$ cat src/rtl/team_05_wb_master_ctrl_pkg.sv
// rtl/team_05_wb_master_ctrl_pkg.sv - shared types and widths for the Wishbone master controller
package team_05_pkg;

  localparam int WB_ADR_W = 32;
  localparam int WB_DAT_W = 32;
  localparam int WB_SEL_W = 4;
  localparam int TO_CNT_W = 16;

  typedef enum logic [1:0] {
    ST_IDLE = 2'd0,
    ST_BUS  = 2'd1,
    ST_RESP = 2'd2
  } state_e;

endpackage

$ cat src/rtl/team_05_wb_master_ctrl_if.sv
// rtl/team_05_wb_master_ctrl_if.sv - Wishbone classic bus bundle with master/slave views
interface team_05_wb_master_ctrl_if;
  import team_05_pkg::*;

  logic [WB_ADR_W-1:0] ADR_O;
  logic [WB_DAT_W-1:0] DAT_O;
  logic [WB_SEL_W-1:0] SEL_O;
  logic                WE_O;
  logic                STB_O;
  logic                CYC_O;
  logic [WB_DAT_W-1:0] DAT_I;
  logic                ACK_I;

  modport master (
    output ADR_O, DAT_O, SEL_O, WE_O, STB_O, CYC_O,
    input  DAT_I, ACK_I
  );

  modport slave (
    input  ADR_O, DAT_O, SEL_O, WE_O, STB_O, CYC_O,
    output DAT_I, ACK_I
  );

endinterface

$ cat src/rtl/team_05_wb_master_ctrl_timeout.sv
// rtl/team_05_wb_master_ctrl_timeout.sv - BUS-phase watchdog counter, built only with TEAM_05_WB_TIMEOUT_EN
`ifdef TEAM_05_WB_TIMEOUT_EN
module team_05_wb_timeout
  import team_05_pkg::*;
#(
  parameter int unsigned TIMEOUT_CYCLES = 255
) (
  input  logic clk_i,
  input  logic rst_i,
  input  logic clear_i,
  input  logic enable_i,
  output logic expired_o
);

  localparam logic [TO_CNT_W-1:0] CNT_LAST = TO_CNT_W'(TIMEOUT_CYCLES - 1);

  logic [TO_CNT_W-1:0] cnt_q, cnt_d;

  always_comb begin
    cnt_d = cnt_q;
    if (clear_i) begin
      cnt_d = '0;
    end else if (enable_i) begin
      cnt_d = cnt_q + TO_CNT_W'(1);
    end
  end

  always_ff @(posedge clk_i) begin
    if (rst_i) begin
      cnt_q <= '0;
    end else begin
      cnt_q <= cnt_d;
    end
  end

  // Count k-1 during the k-th BUS cycle, so expiry lands on cycle TIMEOUT_CYCLES.
  assign expired_o = (cnt_q == CNT_LAST);

endmodule
`endif

$ cat src/rtl/team_05_wb_master_ctrl.sv
// rtl/team_05_wb_master_ctrl.sv - single-transfer Wishbone classic master; TEAM_05_WB_TIMEOUT_EN adds BUS abort
module team_05_wb_master_ctrl
  import team_05_pkg::*;
#(
  parameter int unsigned TIMEOUT_CYCLES = 255
) (
  input  logic                     wb_clk_i,
  input  logic                     wb_rst_i,
  input  logic                     req_i,
  input  logic                     req_we_i,
  input  logic [WB_ADR_W-1:0]      req_adr_i,
  input  logic [WB_DAT_W-1:0]      req_dat_i,
  input  logic [WB_SEL_W-1:0]      req_sel_i,
  output logic                     req_ready_o,
  output logic                     rsp_valid_o,
  output logic [WB_DAT_W-1:0]      rsp_dat_o,
  output logic                     rsp_err_o,
  team_05_wb_master_ctrl_if.master wb
);

  if (TIMEOUT_CYCLES < 2 || TIMEOUT_CYCLES > 65535) begin : g_bad_timeout
    $error("team_05_wb_master_ctrl: TIMEOUT_CYCLES must be within 2..65535");
  end

  state_e              state_q, state_d;
  logic                cyc_q, cyc_d;
  logic                we_q, we_d;
  logic [WB_ADR_W-1:0] adr_q, adr_d;
  logic [WB_DAT_W-1:0] dat_q, dat_d;
  logic [WB_SEL_W-1:0] sel_q, sel_d;
  logic                rsp_valid_q, rsp_valid_d;
  logic [WB_DAT_W-1:0] rsp_dat_q, rsp_dat_d;
  logic                accept;
  logic                bus_done;
  logic                unused_adr_lsb;

  assign unused_adr_lsb = ^req_adr_i[1:0];
  assign req_ready_o    = (state_q == ST_IDLE) && !wb_rst_i;
  assign accept         = req_i && req_ready_o;

`ifdef TEAM_05_WB_TIMEOUT_EN
  logic to_expired;
  logic rsp_err_q, rsp_err_d;

  team_05_wb_timeout #(
    .TIMEOUT_CYCLES(TIMEOUT_CYCLES)
  ) u_timeout (
    .clk_i    (wb_clk_i),
    .rst_i    (wb_rst_i),
    .clear_i  (state_q != ST_BUS),
    .enable_i ((state_q == ST_BUS) && !wb.ACK_I),
    .expired_o(to_expired)
  );

  assign bus_done  = wb.ACK_I || to_expired;
  assign rsp_err_o = rsp_err_q;
`else
  assign bus_done  = wb.ACK_I;
  assign rsp_err_o = 1'b0;
`endif

  always_comb begin
    state_d     = state_q;
    cyc_d       = cyc_q;
    we_d        = we_q;
    adr_d       = adr_q;
    dat_d       = dat_q;
    sel_d       = sel_q;
    rsp_valid_d = 1'b0;
    rsp_dat_d   = rsp_dat_q;
`ifdef TEAM_05_WB_TIMEOUT_EN
    rsp_err_d   = rsp_err_q;
`endif
    unique case (state_q)
      ST_IDLE: begin
        if (accept) begin
          state_d = ST_BUS;
          cyc_d   = 1'b1;
          we_d    = req_we_i;
          adr_d   = {req_adr_i[WB_ADR_W-1:2], 2'b00};
          dat_d   = req_dat_i;
          sel_d   = req_sel_i;
        end
      end
      ST_BUS: begin
        if (bus_done) begin
          state_d     = ST_RESP;
          cyc_d       = 1'b0;
          we_d        = 1'b0;
          dat_d       = '0;
          sel_d       = '0;
          rsp_valid_d = 1'b1;
          // An ACK on the expiry cycle still completes the transfer normally.
          rsp_dat_d   = (wb.ACK_I && !we_q) ? wb.DAT_I : '0;
`ifdef TEAM_05_WB_TIMEOUT_EN
          rsp_err_d   = !wb.ACK_I;
`endif
        end
      end
      ST_RESP: begin
        state_d = ST_IDLE;
      end
      default: begin
        state_d = ST_IDLE;
      end
    endcase
  end

  always_ff @(posedge wb_clk_i) begin
    if (wb_rst_i) begin
      state_q     <= ST_IDLE;
      cyc_q       <= 1'b0;
      we_q        <= 1'b0;
      adr_q       <= '0;
      dat_q       <= '0;
      sel_q       <= '0;
      rsp_valid_q <= 1'b0;
      rsp_dat_q   <= '0;
`ifdef TEAM_05_WB_TIMEOUT_EN
      rsp_err_q   <= 1'b0;
`endif
    end else begin
      state_q     <= state_d;
      cyc_q       <= cyc_d;
      we_q        <= we_d;
      adr_q       <= adr_d;
      dat_q       <= dat_d;
      sel_q       <= sel_d;
      rsp_valid_q <= rsp_valid_d;
      rsp_dat_q   <= rsp_dat_d;
`ifdef TEAM_05_WB_TIMEOUT_EN
      rsp_err_q   <= rsp_err_d;
`endif
    end
  end

  assign wb.CYC_O    = cyc_q;
  assign wb.STB_O    = cyc_q;
  assign wb.WE_O     = we_q;
  assign wb.ADR_O    = adr_q;
  assign wb.DAT_O    = dat_q;
  assign wb.SEL_O    = sel_q;
  assign rsp_valid_o = rsp_valid_q;
  assign rsp_dat_o   = rsp_dat_q;

endmodule

$ cat src/flat_wrapper.sv
// flat-port wrapper written by rule: the top's interface ports become plain ports
module team_05_wb_master_ctrl_flat import team_05_pkg::*;
#(
  parameter int unsigned TIMEOUT_CYCLES = 255
)
  (wb_clk_i, wb_rst_i, req_i, req_we_i, req_adr_i, req_dat_i, req_sel_i, req_ready_o, rsp_valid_o, rsp_dat_o, rsp_err_o, wb_ADR_O, wb_DAT_O, wb_SEL_O, wb_WE_O, wb_STB_O, wb_CYC_O, wb_DAT_I, wb_ACK_I);
  team_05_wb_master_ctrl_if wb_i ();
  input  logic wb_clk_i;
  input  logic wb_rst_i;
  input  logic req_i;
  input  logic req_we_i;
  input  logic [WB_ADR_W-1:0] req_adr_i;
  input  logic [WB_DAT_W-1:0] req_dat_i;
  input  logic [WB_SEL_W-1:0] req_sel_i;
  output logic req_ready_o;
  output logic rsp_valid_o;
  output logic [WB_DAT_W-1:0] rsp_dat_o;
  output logic rsp_err_o;
  output wire logic [$bits(wb_i.ADR_O)-1:0] wb_ADR_O;
  output wire logic [$bits(wb_i.DAT_O)-1:0] wb_DAT_O;
  output wire logic [$bits(wb_i.SEL_O)-1:0] wb_SEL_O;
  output wire logic [$bits(wb_i.WE_O)-1:0] wb_WE_O;
  output wire logic [$bits(wb_i.STB_O)-1:0] wb_STB_O;
  output wire logic [$bits(wb_i.CYC_O)-1:0] wb_CYC_O;
  input wire logic [$bits(wb_i.DAT_I)-1:0] wb_DAT_I;
  input wire logic [$bits(wb_i.ACK_I)-1:0] wb_ACK_I;
  assign wb_ADR_O = wb_i.ADR_O;
  assign wb_DAT_O = wb_i.DAT_O;
  assign wb_SEL_O = wb_i.SEL_O;
  assign wb_WE_O = wb_i.WE_O;
  assign wb_STB_O = wb_i.STB_O;
  assign wb_CYC_O = wb_i.CYC_O;
  assign wb_i.DAT_I = wb_DAT_I;
  assign wb_i.ACK_I = wb_ACK_I;
  team_05_wb_master_ctrl #(.TIMEOUT_CYCLES(TIMEOUT_CYCLES)) u_core (.wb_clk_i(wb_clk_i), .wb_rst_i(wb_rst_i), .req_i(req_i), .req_we_i(req_we_i), .req_adr_i(req_adr_i), .req_dat_i(req_dat_i), .req_sel_i(req_sel_i), .req_ready_o(req_ready_o), .rsp_valid_o(rsp_valid_o), .rsp_dat_o(rsp_dat_o), .rsp_err_o(rsp_err_o), .wb(wb_i));
endmodule
$ cat config.mk
export PLATFORM = sky130hd
export DESIGN_NAME = team_05_wb_master_ctrl_flat
export DESIGN_NICKNAME = d
export VERILOG_FILES = /design/src/rtl/team_05_wb_master_ctrl_pkg.sv /design/src/rtl/team_05_wb_master_ctrl_if.sv /design/src/rtl/team_05_wb_master_ctrl_timeout.sv /design/src/rtl/team_05_wb_master_ctrl.sv /design/src/flat_wrapper.sv
export SDC_FILE = /design/constraint.sdc
export NUM_CORES = 1
export LEC_CHECK = 0
export CAP_MARGIN = 20
export CORE_ASPECT_RATIO = 0.9
export CORE_UTILIZATION = 34
export DETAILED_ROUTE_END_ITERATION = 6
export PLACE_DENSITY = 0.83
export SLEW_MARGIN = 40
export SYNTH_ARGS = -nofsm -noshare
export SYNTH_HDL_FRONTEND = slang
export SYNTH_SLANG_ARGS = --single-unit
$ cat constraint.sdc
create_clock -name wb_clk_i -period 1.4 [get_ports wb_clk_i]
set_input_delay 0.28 -clock wb_clk_i [delete_from_list [all_inputs] [get_ports wb_clk_i]]
set_output_delay 0.28 -clock wb_clk_i [all_outputs]
set_load 0.02 [all_outputs]
==> impl_metrics.json, run 1 <==
{
  "postLayoutCellArea_um2": 6316,
  "place_hpwl_um": 7661,
  "vias": 3508,
  "slowest_delay_ns": 0.36,
  "syn_inst": 379,
  "area_growth_syn_to_layout_pct": 73.47,
  "drtIter0Drc": 242,
  "synth_area_leaders": "dfxtp_1 (57%), nand2_1 (9.5%), a22o_1 (8.9%)",
  "path_cells": "buf_6 -> mux2_4 -> a21oi_4 -> buf_4 -> buf_8 -> a22o_1",
  "fin_skew_ns": 0.01028,
  "p_int_w": 0.005160,
  "swShare_pct": 25.11,
  "syn_area_um2": 3641,
  "rows": 35,
  "setup_ws_ns": -0.08409,
  "synth_seq_cells": 103,
  "p_sw_w": 0.001730,
  "drcViolationCount": 32,
  "avgSynthCellArea_um2": 9.607,
  "place_area_um2": 5817,
  "yosys_warnings": 0,
  "grt_pass1_vias": 3441,
  "max_freq_ghz": 0.6738,
  "power_frac_seq_pct": 45.8,
  "routed_wl_um": 11780,
  "combPwrFrac_pct": 17.9,
  "io-pin-count": 211,
  "cts_made_buffers": 9,
  "port_buffers": 205,
  "violations": "design-rule violations, negative setup slack",
  "reg2reg_slack_ns": -0.08,
  "p_clk_share_pct": 36.3,
  "layout.nets": 696,
  "cts_buffer_depth": 2,
  "cp.arrival_ns": 1.75,
  "die_h_um": 100.2,
  "place_ws_ns": -0.4309,
  "grt_antenna_before_repair": 0,
  "die_area_um2": 11130,
  "min_path_type": "input pin to register",
  "initial_utilization_pct": 35.23,
  "status": "complete, but fails checks",
  "yosysTopAreaCellShare_pct": 56.63,
  "cts_tree": "done",
  "avgRoutedWirePerCell_um": 16.27,
  "grt_max_degree": 43,
  "place_congestion": 0.7876,
  "crit_path_start_kind": "register",
  "cts.sinks": 103,
  "min_period_ns": 1.484,
  "setup_viol": 44,
  "slowest_stage": "dfxtp_4",
  "final_antenna_net_count": 0,
  "core_area_um2": 10330,
  "p_total_w": 0.006891,
  "drv_slew": 0,
  "rsz0062_at_grt": "true",
  "final_common_cell": "dfxtp_1",
  "grt_usage_pct": 19.12,
  "fin_cells": 724,
  "die_x_um": 111.1,
  "firstDrtPassIters": 7,
  "timing.critical_path.to_type": "register",
  "period_share_pct": 106.0,
  "placed_cells": 693,
  "crit_required_ns": 1.66,
  "max_cap_viol_count": 0,
  "path_class": "register to register",
  "antennaDiodeCount": 0,
  "fillCellCount": 869,
  "grt_pass1_wl_um": 17040,
  "powerDensity_nw_per_um2": 1091,
  "synth-seq-area-share_pct": 56.63,
  "tns_ns": -1.294,
  "synth_largest_area_cell": "dfxtp_1",
  "layout_common_cells": "dfxtp_1 (102), clkdlybuf4s50_1 (100), dlygate4sd2_1 (100)",
  "cts_max_level": 3,
  "finalHoldViolCount": 0,
  "synth_cell_types": 22,
  "holdBufCountCts": 0,
  "drive_above_1_share_pct": 12.27,
  "clkTransAtPathRegs_ns": 0.07,
  "insertion_delay_ns": 0.33,
  "cts_root_buf": "clkbuf_16",
  "grt.overflow.total": 0,
  "via_per_inst": 4.845,
  "critPathMaxFanout": 7,
  "leakage_nw": 2.789,
  "ir_worst_vdd_uv": 647.4
}
==> logic make-up after synthesis <==
family / synth area share [%]
compound gates: 18.01
buf+inv: 6.461
simple gates: 18.11
other cells: 0.1030
flops: 56.63
mux: 0.6872
==> flip-flops by register name, indices dropped and copies added, names as in the netlist <==
| name | cells |
|---|---|
| u_core.rsp_dat_o | 32 |
| u_core.wb.DAT_O | 32 |
| u_core.wb.WE_O | 1 |
| u_core.state_q | 2 |
| u_core.wb.ADR_O | 30 |
| u_core.wb.SEL_O | 4 |
| u_core.wb.CYC_O | 1 |
| u_core.rsp_valid_o | 1 |
==> cells in the mapped netlist (all sizes together) <==
master / count
a21oi: 63
a22o: 37
and3b: 1
buf: 21
clkbuf: 16
conb: 1
dfxtp: 103
inv: 2
mux2: 1
mux2i: 1
nand2: 92
nand2b: 1
nand3b: 33
nor2: 2
nor3: 2
nor4b: 1
o21ai: 1
or4b: 1
==> layer usage <==
metal / global-route usage [%] / wire length, um / vias up
li1: - / - / 1714
met1: 22.04 / 4746 / 1633
met2: 33.87 / 5914 / 155
met3: 7.186 / 1044 / 6
met4: 4.470 / 74 / 0
met5: 0 / 0 / -
==> path summary, 6_finish.rpt <==
check                            from             endpoint  cells after the start
setup / recovery    u_core.state_q[0]   u_core.wb.SEL_O[1]                      6
hold / removal               wb_rst_i    u_core.state_q[0]                      3
setup reg to reg    u_core.state_q[0]   u_core.wb.SEL_O[1]                      6
hold reg to reg   u_core.rsp_dat_o[7]  u_core.rsp_dat_o[7]                      2
==> power groups by stage <==
stage	Clock (W)	Sequential, W	Combinational (W)
global placement	0	0.00322	0.00118
floorplan	0	0.00339	0.000362
global route	0.00269	0.00317	0.00131
finish	0.00250	0.00316	0.00123
CTS	0.00256	0.00316	0.00113
detailed placement	0	0.00323	0.00120
==> what timing repair did <==
| action | in CTS | in global routing |
|---|---|---|
| gates resized for setup | 107 | 34 |
| pin swaps | 1 | 64 |
| setup endpoints to repair | 192 | 100 |
| gates cloned | 1 | 9 |
| buffers inserted | 2 | 6 |
==> stage by stage <==
stage | utilization (%) | hold slack [ns]
global placement | 56.28 | 0.4381
detailed placement | 56.28 | 0.4423
floorplan | - | 0.4055
global route | 61.11 | 0.3308
CTS | 58.41 | 0.3070
finish | 61.11 | 0.3295
==> worst max-delay path: cells and delay by family (launching register included) <==
kind | cells | cell delay, ns
AOI/OAI and AO/OA | 2 | 0.37
DFF | 1 | 0.36
muxes | 1 | 0.31
buffers and inverters | 3 | 0.38
==> cell type report <==
class,count,area (um2),share of cell area [%]
multi-input cells,239,1428,22.60
well taps,129,161.4,2.555
flip-flops and latches,103,2066,32.71
repair buffers,236,2356,37.30
clock inverters,4,55.05,0.8716
clock buffers,11,242.7,3.843
inverters,2,7.507,0.1189
Power figures use the tool's default switching activity.
==> inputs of run 2 (changes only) <==
- ABC_CLOCK_PERIOD_IN_PS: not set -> 1400
- CTS_CLUSTER_SIZE: not set -> 8
==> results of run 2 <==
The final DEF is identical to that of run 1; final timing and power are the same.
==> inputs of run 3 (changes only) <==
- CORE_ASPECT_RATIO: 0.9 -> 1.2
- SLEW_MARGIN: 40 -> 10
==> run 3 against run 2 <==
- the flow finishes with violations (negative setup slack)
- flip-flop and latch count unchanged
- clock skew decreased by 0.0037 ns
- cell area about the same
- total power increased by 2.3%
- fmax decreased by 1.3%
- critical path type unchanged
==> impl_metrics.json, run 3 (synthesis results as in run 1) <==
{
  "core_area_um2": 10470,
  "layout_common_cells": "dlygate4sd2_1 (102), clkdlybuf4s50_1 (101), dfxtp_1 (101)",
  "antennaDiodeCount": 0,
  "path_class": "register to register",
  "max_freq_ghz": 0.6652,
  "drive_above_1_share_pct": 10.02,
  "setup_viol": 66,
  "grt_max_degree": 53,
  "cts_root_buf": "clkbuf_16",
  "crit_path_end": "u_core.wb.ADR_O[13]",
  "initial_utilization_pct": 34.79,
  "drtIter0Drc": 113,
  "via_per_inst": 4.901,
  "cts_made_buffers": 9,
  "violations": "negative setup slack",
  "combPwrFrac_pct": 17.3,
  "finalHoldViolCount": 0,
  "io-pin-count": 211,
  "rsz0062_at_grt": "true",
  "place_ws_ns": -0.4218,
  "r2r_cells": 5,
  "grt_pass1_wl_um": 16030,
  "final_common_cell": "dlygate4sd2_1",
  "timing.rr.end": "u_core.wb.ADR_O[13]",
  "cts.sinks": 103,
  "status": "complete, but fails checks",
  "drv_slew": 0,
  "insertion_delay_ns": 0.33,
  "powerDensity_nw_per_um2": 1118,
  "leakage_nw": 2.823,
  "crit_path_start_kind": "register",
  "reg2reg_slack_ns": -0.10,
  "cts_buffer_depth": 2,
  "grt_usage_pct": 18.57,
  "ir_worst_vdd_uv": 693.8,
  "layout.nets": 699,
  "p_clk_share_pct": 38.0,
  "place_congestion": 0.7109,
  "setup_ws_ns": -0.1033,
  "vias": 3568,
  "fin_util_pct": 60.29,
  "r2r-start": "u_core.state_q[0]",
  "avgRoutedWirePerCell_um": 15.60,
  "place_hpwl_um": 7414,
  "fin_skew_ns": 0.006619,
  "port_buffers": 205,
  "grt_antenna_before_repair": 0,
  "die_x_um": 96.47,
  "routed_wl_um": 11360,
  "max_cap_viol_count": 0,
  "power_frac_seq_pct": 44.7,
  "timing.critical_path.to_type": "register",
  "critPathMaxFanout": 15,
  "cts_max_level": 3,
  "period_share_pct": 107.4,
  "grt.overflow.total": 0,
  "grt_pass1_vias": 3427,
  "cts_tree": "done",
  "holdBufCountCts": 0,
  "min_path_type": "register to register",
  "area_growth_syn_to_layout_pct": 73.30,
  "clkTransAtPathRegs_ns": 0.07,
  "p_sw_w": 0.001705,
  "die_area_um2": 11130,
  "firstDrtPassIters": 4,
  "final_antenna_net_count": 0,
  "cp.arrival_ns": 1.71,
  "p_int_w": 0.005347,
  "min_period_ns": 1.503,
  "die_h_um": 115.4,
  "crit_required_ns": 1.61,
  "drcViolationCount": 0,
  "crit_start": "u_core.state_q[0]",
  "swShare_pct": 24.17,
  "whs_ns": 0.4484,
  "rows": 41
}
-- run 3: routing by layer --
layer | GRT usage, % | vias to the layer above | share of wire, % | routed length, um
met2 | 33.19 | 147 | 52 | 5884
met4 | 6.765 | 0 | 1.9 | 216
met3 | 5.754 | 21 | 6.9 | 786
met5 | 0 | - | 0 | 0
li1 | - | 1719 | - | -
met1 | 20.32 | 1681 | 39 | 4467
-- run 3: repair_timing --
item / CTS / global route
pin swaps: 10 / 24
endpoints found under the setup margin: 175 / 97
cloned: 2 / 7
buffers inserted: 2 / 8
resized for setup: 111 / 20
-- run 3: how the worst min path moves through the flow --
stage / start / endpoint / slack (ns) / cells past startpoint
floorplan: req_dat_i[10] / u_core.wb.DAT_O[10] / 0.41 / 1
global placement: u_core.wb.ADR_O[30] / u_core.wb.ADR_O[30] / 0.44 / 2
detailed placement: u_core.rsp_dat_o[8] / u_core.rsp_dat_o[8] / 0.44 / 2
CTS: u_core.wb.ADR_O[26] / u_core.wb.ADR_O[26] / 0.45 / 2
global route: u_core.wb.ADR_O[21] / u_core.wb.ADR_O[21] / 0.46 / 2
finish: u_core.wb.ADR_O[26] / u_core.wb.ADR_O[26] / 0.45 / 2
-- run 3: stage by stage --
stage | power (W) | cell area [um2] | TNS [ns] | std cells
detailed placement | 0.004411 | 5799 | -28.92 | 694
floorplan | 0.003753 | 3665 | 0 | 381
global placement | 0.004386 | 5799 | -25.54 | 694
CTS | 0.007030 | 6091 | -3.064 | 714
global route | 0.007319 | 6310 | -7.920 | 728
finish | 0.007052 | 6310 | -3.677 | 728
-- run 3: power groups by stage --
| stage | combinational (W) | clock, W | sequential, W |
|---|---|---|---|
| 2_1_floorplan | 0.000362 | 0 | 0.00339 |
| 3_3_place_gp | 0.00117 | 0 | 0.00322 |
| 3_5_place_dp | 0.00119 | 0 | 0.00322 |
| 4_1_cts | 0.00114 | 0.00273 | 0.00315 |
| 5_1_grt | 0.00130 | 0.00285 | 0.00317 |
| 6_report | 0.00122 | 0.00268 | 0.00315 |
-- run 3: worst max-delay path: stages (launching register included) --
cell,delay [ns]
dfxtp_2,0.32
buf_6,0.12
or4b_4,0.58
clkbuf_16,0.21
nand2_1,0.08
a21oi_1,0.06
-- run 3: area by class of cell --
type | instances | area [um2]
Clock buffer | 11 | 242.7
Clock inverter | 5 | 81.33
Timing Repair Buffer | 239 | 2389
Fill cell | 943 | 4155
Tap cell | 129 | 161.4
Sequential cell | 103 | 2064
Multi-Input combinational cell | 239 | 1364
Inverter | 2 | 7.507
